===== src/rtl/disp_pkg.sv =====
// Shared definitions for the RGB channel display: glyph constants in
// active-low {g,f,e,d,c,b,a} order and the channel-select encoding.
package disp_pkg;

  // Channel select encoding, shared with the upstream selector.
  typedef enum logic [1:0] {
    CH_B    = 2'b00,
    CH_G    = 2'b01,
    CH_R    = 2'b10,
    CH_NONE = 2'b11
  } chan_sel_t;

  // Digit positions on the 4-digit display.
  localparam logic [1:0] DIG_LO     = 2'd0;  // low hex nibble
  localparam logic [1:0] DIG_HI     = 2'd1;  // high hex nibble
  localparam logic [1:0] DIG_GAP    = 2'd2;  // always blank
  localparam logic [1:0] DIG_LETTER = 2'd3;  // channel letter

  // Non-hex glyphs, active-low.
  localparam logic [6:0] SEG_BLANK = 7'b1111111;
  localparam logic [6:0] SEG_DASH  = 7'b0111111;
  localparam logic [6:0] SEG_b     = 7'b0000011;
  localparam logic [6:0] SEG_G     = 7'b1000010;
  localparam logic [6:0] SEG_r     = 7'b0101111;

  // All anodes off.
  localparam logic [3:0] AN_OFF = 4'b1111;

  // Letter shown on the leftmost digit for a given channel.
  function automatic logic [6:0] letter_glyph(input chan_sel_t sel);
    logic [6:0] g;
    case (sel)
      CH_B:    g = SEG_b;
      CH_G:    g = SEG_G;
      CH_R:    g = SEG_r;
      default: g = SEG_DASH;
    endcase
    return g;
  endfunction

  // One-hot-low anode pattern for a digit index.
  function automatic logic [3:0] anode_onehot_low(input logic [1:0] dig);
    logic [3:0] a;
    a      = 4'b1111;
    a[dig] = 1'b0;
    return a;
  endfunction

endpackage


===== src/rtl/hex_to_7seg.sv =====
// Combinational nibble to active-low 7-segment decoder, {g,f,e,d,c,b,a}.
module hex_to_7seg (
  input  logic [3:0] i_nibble,
  output logic [6:0] o_seg
);

  // Standard hex glyph table.
  always_comb begin
    o_seg = 7'b1111111;
    case (i_nibble)
      4'h0: o_seg = 7'b1000000;
      4'h1: o_seg = 7'b1111001;
      4'h2: o_seg = 7'b0100100;
      4'h3: o_seg = 7'b0110000;
      4'h4: o_seg = 7'b0011001;
      4'h5: o_seg = 7'b0010010;
      4'h6: o_seg = 7'b0000010;
      4'h7: o_seg = 7'b1111000;
      4'h8: o_seg = 7'b0000000;
      4'h9: o_seg = 7'b0010000;
      4'hA: o_seg = 7'b0001000;
      4'hB: o_seg = 7'b0000011;
      4'hC: o_seg = 7'b1000110;
      4'hD: o_seg = 7'b0100001;
      4'hE: o_seg = 7'b0000110;
      4'hF: o_seg = 7'b0001110;
      default: o_seg = 7'b1111111;
    endcase
  end

endmodule


===== src/rtl/rgb_channel_display.sv =====
// 4-digit common-anode display of the selected RGB channel: letter on
// digit 3, blank digit 2, hex value on digits 1..0. Inputs are captured
// once per scan frame so a frame is always internally consistent.
module rgb_channel_display
  import disp_pkg::*;
#(
  parameter int REFRESH_DIV = 100_000,
  parameter int BLANK       = 4
) (
  input  logic       clk,
  input  logic       rst_n,
  input  logic [7:0] channel_in,
  input  logic [1:0] sel,
  output logic [3:0] anodes,
  output logic [6:0] segments,
  output logic       dp
);

  localparam int CW = (REFRESH_DIV > 1) ? $clog2(REFRESH_DIV) : 1;
  localparam logic [CW-1:0] CNT_LAST  = CW'(REFRESH_DIV - 1);
  localparam logic [CW-1:0] CNT_BLANK = CW'(BLANK);

  // Scan state
  logic [CW-1:0] r_cnt;
  logic [1:0]    r_digit;

  // Frame shadow of the inputs
  chan_sel_t     r_sel_s;
  logic [7:0]    r_val_s;

  // Registered outputs
  logic [3:0]    r_anodes;
  logic [6:0]    r_segments;

  // Combinational helpers
  logic          w_slot_end;
  logic          w_snapshot;
  logic [3:0]    w_nibble;
  logic [6:0]    w_hex_seg;
  logic [6:0]    w_glyph;
  logic [3:0]    w_anodes;

  assign w_slot_end = (r_cnt == CNT_LAST);
  assign w_snapshot = w_slot_end && (r_digit == DIG_LETTER);

  // Slot counter and digit index: the index steps when the slot wraps.
  always_ff @(posedge clk or negedge rst_n) begin
    if (!rst_n) begin
      r_cnt   <= '0;
      r_digit <= 2'd0;
    end else if (w_slot_end) begin
      r_cnt   <= '0;
      r_digit <= r_digit + 2'd1;
    end else begin
      r_cnt   <= r_cnt + CW'(1);
    end
  end

  // Shadow capture on the last cycle of the last digit slot only.
  always_ff @(posedge clk or negedge rst_n) begin
    if (!rst_n) begin
      r_sel_s <= CH_NONE;
      r_val_s <= 8'h00;
    end else if (w_snapshot) begin
      r_sel_s <= chan_sel_t'(sel);
      r_val_s <= channel_in;
    end
  end

  // Nibble for the hex digits; digit 0 is the low nibble.
  assign w_nibble = (r_digit == DIG_LO) ? r_val_s[3:0] : r_val_s[7:4];

  hex_to_7seg u_hex (
    .i_nibble (w_nibble),
    .o_seg    (w_hex_seg)
  );

  // Glyph mux: "no channel" shows dashes on every digit.
  always_comb begin
    w_glyph = SEG_BLANK;
    if (r_sel_s == CH_NONE) begin
      w_glyph = SEG_DASH;
    end else begin
      case (r_digit)
        DIG_LO:     w_glyph = w_hex_seg;
        DIG_HI:     w_glyph = w_hex_seg;
        DIG_GAP:    w_glyph = SEG_BLANK;
        DIG_LETTER: w_glyph = letter_glyph(r_sel_s);
        default:    w_glyph = SEG_BLANK;
      endcase
    end
  end

  // Anodes stay off for the leading part of each slot so the previous
  // digit's segments never ghost onto the new digit.
  always_comb begin
    w_anodes = AN_OFF;
    if (r_cnt >= CNT_BLANK) begin
      w_anodes = anode_onehot_low(r_digit);
    end
  end

  // Output registers: one cycle behind the scan state.
  always_ff @(posedge clk or negedge rst_n) begin
    if (!rst_n) begin
      r_anodes   <= AN_OFF;
      r_segments <= SEG_BLANK;
    end else begin
      r_anodes   <= w_anodes;
      r_segments <= w_glyph;
    end
  end

  assign anodes   = r_anodes;
  assign segments = r_segments;
  assign dp       = 1'b1;

endmodule


===== config.mk =====
export PLATFORM = sky130hd
export DESIGN_NAME = rgb_channel_display
export DESIGN_NICKNAME = d
export VERILOG_FILES = /design/src/rtl/disp_pkg.sv /design/src/rtl/hex_to_7seg.sv /design/src/rtl/rgb_channel_display.sv
export SDC_FILE = /design/constraint.sdc
export NUM_CORES = 1
export LEC_CHECK = 0
export ABC_AREA = 1
export ABC_CLOCK_PERIOD_IN_PS = 2400
export CORE_ASPECT_RATIO = 0.6
export CORE_MARGIN = 2
export CORE_UTILIZATION = 30
export DETAILED_ROUTE_END_ITERATION = 6
export GPL_TIMING_DRIVEN = 0
export PLACE_DENSITY = 0.56
export SLEW_MARGIN = 30
export SYNTH_ARGS = -nofsm -noshare
export SYNTH_HDL_FRONTEND = slang
export SYNTH_HIERARCHICAL = 1
export SYNTH_SLANG_ARGS = --single-unit

===== constraint.sdc =====
create_clock -name clk -period 2.4 [get_ports clk]
set_input_delay 0.48 -clock clk [delete_from_list [all_inputs] [get_ports clk]]
set_output_delay 0.48 -clock clk [all_outputs]
set_load 0.01 [all_outputs]

# Word-level counts from Yosys, hierarchy flattened
# Memories as Yosys holds them, arrays and structs flattened.
# Index checks and enable logic that the tools add are counted.
# classes
n_addsub,2
order_cmp,3
n_eq_ne,7
muxes,8
bitwise,1
n_reduce_logical,5
# op_table
cell,n
case mux 7 bit (3 select lines),2
adder 17 x 1 -> 17 bit (second input constant),1
equality test 17 bit (second input constant),1
greater-or-equal comparator 17 x 3 -> 1 bit (second input constant),1
two-way mux 17 bit,1
equality test 2 bit (second input constant),4
two-way mux 4 bit,2
two-way mux 7 bit,1
equality test 2 x 1 -> 1 bit (second input constant),2
logical NOT 2 bit,2
NOT 4 bit,1
< comparator 2 x 3 -> 1 bit (second input constant),1
adder 2 x 1 -> 2 bit (second input constant),1
demux 1 bit (select 2 bit),1
greater-or-equal comparator 2 x 1 -> 1 bit (second input constant),1
logical AND 1 bit,2
OR reduction 2 bit,1
two-way mux 1 bit,1
# totals
regBits,40
rom_bits,112
input_bits,12
output_inout_bits,12
elab_cells,33
n_memories,1
# memory_table
memory,words,word_bits,rd,rd_clocked_by_memory_dff,wr,line_no,text
(no name shown),16,7,1,0,0,hex_to_7seg.sv:10,case (i_nibble)

# Depth between registers and ports, before layout
# Gate-level depths: netlist (run 1).
# depth
ltp_word,6
mapped_depth,12
depth_no_buf,12

# Hierarchy
# Netlist (run 1), hierarchy kept.
# by_module_without_submodules
module,n_inst,cells_each,area_per_inst_um2,seq_area_each_um2
rgb_channel_display,1,252,2120.8,1017.2
hex_to_7seg,1,51,275.3,0.0

# Least setup slack after synthesis (run 1)
# Ideal clock, no wire load.
# synth_timing
path_type,flip-flop to flip-flop
startpoint,register r_digit[0]
endpoint,"register r_segments[3], in the netlist segments[3]"
setup_ps,60
arrival_time_ps,1820
required_ps,2340
path_slack_ps,519
stages_incl_launch_ff,13
path_buffers,0
period_less_slack_ps,1881
path_cell_list,dfrtp_1 -> inv_1 -> ha_1 -> mux2_2 -> inv_1 -> ha_1 -> inv_1 -> nand2_1 -> nand2_1 -> nand2_1 -> nand2_1 -> nand2_1 -> nand2_1
# synth_between
elab_chain_len,5
elab_cells_between_ends,9
cone_classes,3 x eq/ne; 3 x mux; 2 x reduce/logical; 1 x memory
# synth_lines
element,line_no,text
"start, declared",rgb_channel_display.sv:25,logic [1:0] r_digit;
"start signal, assigned",rgb_channel_display.sv:53,r_digit <= r_digit + 2'd1;
logical NOT 2 bit,rgb_channel_display.sv:71,assign w_nibble = (r_digit == DIG_LO) ? r_val_s[3:0] : r_val_s[7:4];
two-way mux 4 bit,rgb_channel_display.sv:71,
named net w_nibble[0],rgb_channel_display.sv:38,logic [3:0] w_nibble;
memory read (16 x 7 bit),-,
named net w_hex_seg[3],rgb_channel_display.sv:39,logic [6:0] w_hex_seg;
case mux 7 bit (3 select lines),rgb_channel_display.sv:84,case (r_digit)
two-way mux 7 bit,rgb_channel_display.sv:81,if (r_sel_s == CH_NONE) begin
named net w_glyph[3],rgb_channel_display.sv:40,logic [6:0] w_glyph;
"end signal, assigned",rgb_channel_display.sv:110,r_segments <= w_glyph;
"end, declared",rgb_channel_display.sv:33,logic [6:0] r_segments;
# The timed path passes the listed nets, and every way through them passes these cells.
# A chain may end at the register's enable or synchronous reset.

# Final worst setup path (run 1)
# layout_timing
startpoint,register r_digit[0]
endpoint,"register r_segments[0], in the netlist segments[0]"
# The elaborated chain is that of the path after synthesis.

==> results of run 1 <==
[metrics by stage]
stage | cells | setup slack, ns
4_1_cts | 442 | 0.227
2_1_floorplan | 303 | 0.519
5_1_grt | 442 | 0.0726
3_3_place_gp | 433 | -0.211
6_report | 442 | 0.241
3_5_place_dp | 434 | 0.243
[worst max path at each step]
stage,startpoint,to,depth (start not counted)
2_1_floorplan,r_digit[0]$_DFFE_PN0N_,segments[3]$_DFF_PN1_,12
3_3_place_gp,rst_n,r_cnt[5]$_DFF_PN0_,1
3_5_place_dp,r_digit[0]$_DFFE_PN0N_,segments[0]$_DFF_PN1_,11
4_1_cts,r_digit[0]$_DFFE_PN0N_,segments[0]$_DFF_PN1_,11
5_1_grt,r_digit[0]$_DFFE_PN0N_,segments[0]$_DFF_PN1_,11
6_report,r_digit[0]$_DFFE_PN0N_,segments[0]$_DFF_PN1_,11
[cell families (layout without fill, tap and decap cells)]
kind of cell | after synthesis | in the layout | share of synthesized area (%)
AND/OR/NAND/NOR | 184 | 184 | 34.3
buffers and inverters | 42 | 73 | 8.62
flip-flops | 40 | 40 | 42.5
adder cells (fa/ha/maj) | 13 | 13 | 6.79
XOR/XNOR | 10 | 10 | 3.66
AO/OA/AOI/OAI | 9 | 9 | 2.14
multiplexers | 4 | 4 | 1.88
other | 1 | 1 | 0.157
[flip-flops by register name, summed over array words and instances, names as in the netlist]
name / cells
r_digit: 2
segments: 7
r_val_s: 8
anodes: 4
r_cnt: 17
r_sel_s: 2
[layout make-up]
class | count | share of cell area (%)
Clock inverter | 2 | 0.471
Tap cell | 108 | 4.63
Buffer | 8 | 2.70
Inverter | 34 | 4.37
Sequential cell | 40 | 34.8
Multi-Input combinational cell | 221 | 40.2
Timing Repair Buffer | 23 | 8.06
Clock buffer | 6 | 4.76
[cells in the final DEF (no fill, tap or decap), types with 2 or more instances in the layout]
cell,synthesis,routed
nand2_2,4,4
buf_6,3,3
clkbuf_8,2,3
xor2_1,8,8
a21oi_1,2,2
nor2_2,4,4
clkbuf_16,0,5
o21ai_1,3,3
nand4_1,15,15
dfrtp_1,27,27
nor3_1,2,2
clkdlybuf4s50_1,0,21
buf_2,2,3
dfstp_2,13,13
ha_1,13,13
mux2_2,4,4
nand3_1,18,18
nor2_4,2,2
inv_2,3,3
inv_1,31,31
xnor2_1,2,2
nor2_1,37,37
nand2_1,97,97
[worst max-delay path: stages (launching register included)]
cell     delay [ns]
dfrtp_1        0.42
inv_1          0.11
ha_1           0.32
mux2_2         0.43
inv_1          0.16
ha_1           0.21
nand2_1        0.09
nand2_1        0.08
nand2_1        0.05
nand2_1        0.08
o22ai_1        0.08
nand3_1        0.07
[routing by layer]
metal / global-route usage, % / wire length [um] / vias up
met2: 17.2 / 1870 / 52
met3: 3.44 / 319 / 5
met4: 2.88 / 35 / 0
li1: - / - / 1004
met1: 22.3 / 3220 / 887
met5: 0 / 0 / -
[power by group through the flow]
stage	Combinational [mW]	Sequential (mW)	Clock (mW)
global placement	0.0343	0.687	0
detailed placement	0.0378	0.687	0
global route	0.0407	0.675	0.738
CTS	0.0381	0.675	0.703
floorplan	0.00188	0.687	0
finish	0.0363	0.676	0.684
==> metrics.cfg, run 1 <==
[timing]
fin_skew_ns = 0.00855
fin_crit_sh_pct = 90.0
layout_min_cycle_time_ns = 2.16
hold_viol = 0
setup_tns_ns = 0
max_clock_freq_ghz = 0.463
slew_viol_final = 0
rsz0062_at_grt = no
hold_ws_ns = 0.109
setup_viol = 0

[synthesis]
synth_area_per_cell_um2 = 7.91
ys_ff_latch = 40
synth_flop_cell = dfrtp_1
syn_inst = 303
ys_seq_area_share_pct = 42.5
yosysTopAreaCell = dfrtp_1
yosysWarnings = 6
ys_top_cells_by_count = nand2_1, nor2_1, inv_1, dfrtp_1, nand3_1
yosys-top-cells-area = dfrtp_1, nand2_1, dfstp_2
synth-edff-count = 0
synthArstFlopShare_pct = 100
synthDistinctLibCells = 32
synth_most_common_cell = nand2_1
netlist_area_um2 = 2400
synth_nets = 328
synth_top_area_share_pct = 28.2

[global_route]
grt_pass1_wl_mm = 9.27
grt_max_degree = 26
grt_overflow = 0
antenna_found_initial = 0
grt_usage_pct = 13.6
grt_pass1_vias = 1844

[placement]
portBuffers = 22
place_area_um2 = 2770
dpl.hpwl_mm = 4.22
globalplace.congestion = 0.804

[setup_path]
r2r-end = segments[0]$_DFF_PN1_
crit_fanout = 5
cp.required_ns = 2.62
r2r_cells = 11
r2r-start = r_digit[0]$_DFFE_PN0N_
cp.arrival_ns = 2.38
crit_path_end_kind = register
criticalPathCategory = register to register
cp-start-kind = register
rrSetupSlack_ns = 0.24

[layout]
post-route-cell-area_um2 = 2920
antennaDiodeCount = 0
final-seq-area_um2 = 1020
fill_cells = 808
finish.utilization_pct = 37.3
multi_input_area_um2 = 1170
drive_gt1_share_pct = 15.3
area_growth_pct = 21.8
fin_nets = 358

[cts]
h-tree-depth = 2
cts_resized = 0
cts_buffers = 5
cts_root_buf = clkbuf_16
cts_sinks = 40
postCtsHoldBufs = 0
worstSkewPairLatency_ns = 0.28
post_cts_buffers = 0
cts_buffer_depth = 2
cts_tree = yes
clkTransAtPathRegs_ns = 0.06

[power]
leakagePower_nw = 1.38
combinationalPowerShare_pct = 2.6
pwr_density_cell_nw_per_um2 = 478
p_seq_share_pct = 48.4
switchingPower_mw = 0.286
peakVddDrop_v = 0.000276
swShare_pct = 20.5
cell_internal_pwr_mw = 1.11
pwr-share-clk_pct = 49.0
p_total_mw = 1.40

[detailed_routing]
drt_wl_total_mm = 5.44
drt-vias-per-instance = 4.41
drt-pass1-iter-count = 4
vias = 1948
antenna_left = 0
drt_iter0_drc = 160
drt-wirelength-per-cell_um = 12.3
drc = 0

[die]
die_w_um = 119
fp-row-count = 25
die_h_um = 73.2
ios = 24
start_util_pct = 30.6
core-area_um2 = 7820
dieArea_um2 = 8740

[run_status]
outcome = completed

[hold_path]
min_path_type = input pin to asynchronous set/reset pin

[run]
maxCapViolCount = 0

Power figures use the tool's default switching activity.
==> inputs of run 2 (changes only) <==
--- a/config.mk
+++ b/config.mk
@@ -9,10 +9,10 @@
 export ABC_CLOCK_PERIOD_IN_PS = 2400
 export CORE_ASPECT_RATIO = 0.6
 export CORE_MARGIN = 2
-export CORE_UTILIZATION = 30
+export CORE_UTILIZATION = 57
 export DETAILED_ROUTE_END_ITERATION = 6
 export GPL_TIMING_DRIVEN = 0
-export PLACE_DENSITY = 0.56
+export PLACE_DENSITY = 0.89
 export SLEW_MARGIN = 30
 export SYNTH_ARGS = -nofsm -noshare
 export SYNTH_HDL_FRONTEND = slang
==> run 2 against run 1 <==
Against the previous run:
- clock skew down 0.0026 ns
- combinational power up 3%
- register-to-register slack worse by 0.02 ns
- maximum frequency down 0.92%
- final cell count down 11%
- sequential share of layout area up 1.5 points
- die area down 46%
- clock power down 38%
- via count up 4.2%
- total power down 19%
- critical path depth down 2
- critical path type unchanged
- largest cell class unchanged
- highest routed layer unchanged
==> metrics.cfg, run 2 (same netlist as run 1, synthesis figures left out) <==
[timing]
max_clock_freq_ghz = 0.459
hold_viol = 0
slew_viol_final = 0
setup_viol = 0
fin_crit_sh_pct = 90.8
fin_skew_ns = 0.00591
rsz0062_at_grt = no
layout_min_cycle_time_ns = 2.18

[cts]
worstSkewPairLatency_ns = 0.29
postCtsHoldBufs = 0
cts_buffer_depth = 2
h-tree-depth = 2
post_cts_buffers = 0
cts_resized = 0
cts_root_buf = clkbuf_8
clkTransAtPathRegs_ns = 0.07
cts_tree = yes
cts_sinks = 40
cts_buffers = 5

[detailed_routing]
drt_iter0_drc = 123
vias = 2029
drt-vias-per-instance = 5.15
drt-wirelength-per-cell_um = 12.9
drt-pass1-iter-count = 4
antenna_left = 0
drc = 0
drt_wl_total_mm = 5.07

[placement]
dpl.hpwl_mm = 3.98
globalplace.congestion = 1.00
place_area_um2 = 2710
portBuffers = 22

[global_route]
antenna_found_initial = 0
grt_overflow = 0
grt_max_degree = 24
grt_pass1_vias = 1732
grt_pass1_wl_mm = 8.09
grt_usage_pct = 23.3

[die]
fp-row-count = 18
core-area_um2 = 4080
die_h_um = 54.2
start_util_pct = 58.8
ios = 24
die_w_um = 87.7
dieArea_um2 = 4760

[setup_path]
cp-start-kind = register
crit_fanout = 5
cp.arrival_ns = 2.38
cp.required_ns = 2.60
criticalPathCategory = register to register
crit_path_end_kind = register
r2r-start = r_digit[0]$_DFFE_PN0N_
r2r_cells = 9
critPathLaunch = r_digit[0]$_DFFE_PN0N_

[layout]
multi_input_area_um2 = 1170
largest_register_ff_count = 17
drive_gt1_share_pct = 14.7
post-route-cell-area_um2 = 2800
area_growth_pct = 16.7
antennaDiodeCount = 0
layout_commonest_cell = nand2_1
final_cell_mix = nand2_1, nor2_1, inv_1
final-seq-area_um2 = 1020
fill_cells = 320
max_flop_register = r_cnt
fin_nets = 358

[power]
pwr_density_cell_nw_per_um2 = 406
peakVddDrop_v = 0.000358
leakagePower_nw = 1.35
p_total_mw = 1.13

[run]
maxCapViolCount = 0

[hold_path]
min_path_type = input pin to asynchronous set/reset pin

[run_status]
outcome = completed

[run 2: cell types whose count changed in the layout (fill, tap and decap cells not counted)]
| cell | delta |
|---|---|
| inv_6 | -1 |
| clkbuf_16 | -5 |
| clkbuf_1 | +2 |
| clkbuf_8 | +4 |
| buf_16 | +1 |
| buf_12 | -1 |
[run 2: layout make-up]
cell class	instances	share of cell area, %
Inverter	34	4.57
Sequential cell	40	36.4
Clock inverter	1	0.179
Tap cell	60	2.69
Clock buffer	7	2.73
Timing Repair Buffer	23	8.68
Buffer	8	2.82
Multi-Input combinational cell	221	41.9
[run 2: metrics by stage]
stage / hold WS, ns / instances / TNS (ns) / util (%) / worst slack (ns)
after floorplan: 0.184 / 303 / 0 / - / 0.519
after global placement: 0.459 / 385 / -2.20 / 66.0 / -0.0840
after detailed placement: 0.445 / 386 / 0 / 66.6 / 0.257
after CTS: 0.121 / 394 / 0 / 68.6 / 0.232
after global routing: 0.141 / 394 / 0 / 68.6 / 0.0758
final: 0.121 / 394 / 0 / 68.6 / 0.221
[run 2: path summary, 6_finish.rpt]
kind	slack [ns]	end
min in group clk	0.49	r_val_s[1]$_DFFE_PN0P_
setup reg to reg	0.22	segments[6]$_DFF_PN1_
max in group asynchronous	1.74	segments[0]$_DFF_PN1_
hold / removal	0.12	r_cnt[9]$_DFF_PN0_
hold reg to reg	0.49	r_val_s[1]$_DFFE_PN0P_
setup / recovery	0.22	segments[6]$_DFF_PN1_
[run 2: critical path, stage by stage (launching register included)]
cell,delay (ns)
dfrtp_1,0.42
inv_1,0.12
ha_1,0.28
mux2_2,0.43
inv_1,0.18
ha_1,0.20
nand3_1,0.08
nand2_1,0.08
a21oi_1,0.07
a21boi_0,0.23
[run 2: layer usage]
metal | track usage, % | vias to the layer above | wire [um]
met4 | 7.69 | 0 | 68
met3 | 7.24 | 12 | 397
met5 | 0 | - | 0
met2 | 32.6 | 84 | 2050
li1 | - | 1002 | -
met1 | 34.5 | 931 | 2560
[run 2: power by group]
| part | internal (mW) | leakage [nW] | switching [mW] |
|---|---|---|---|
| Sequential | 0.675 | 0.457 | 0 |
| Combinational | 0.0203 | 0.851 | 0.0171 |
| Clock | 0.204 | 0.0422 | 0.218 |
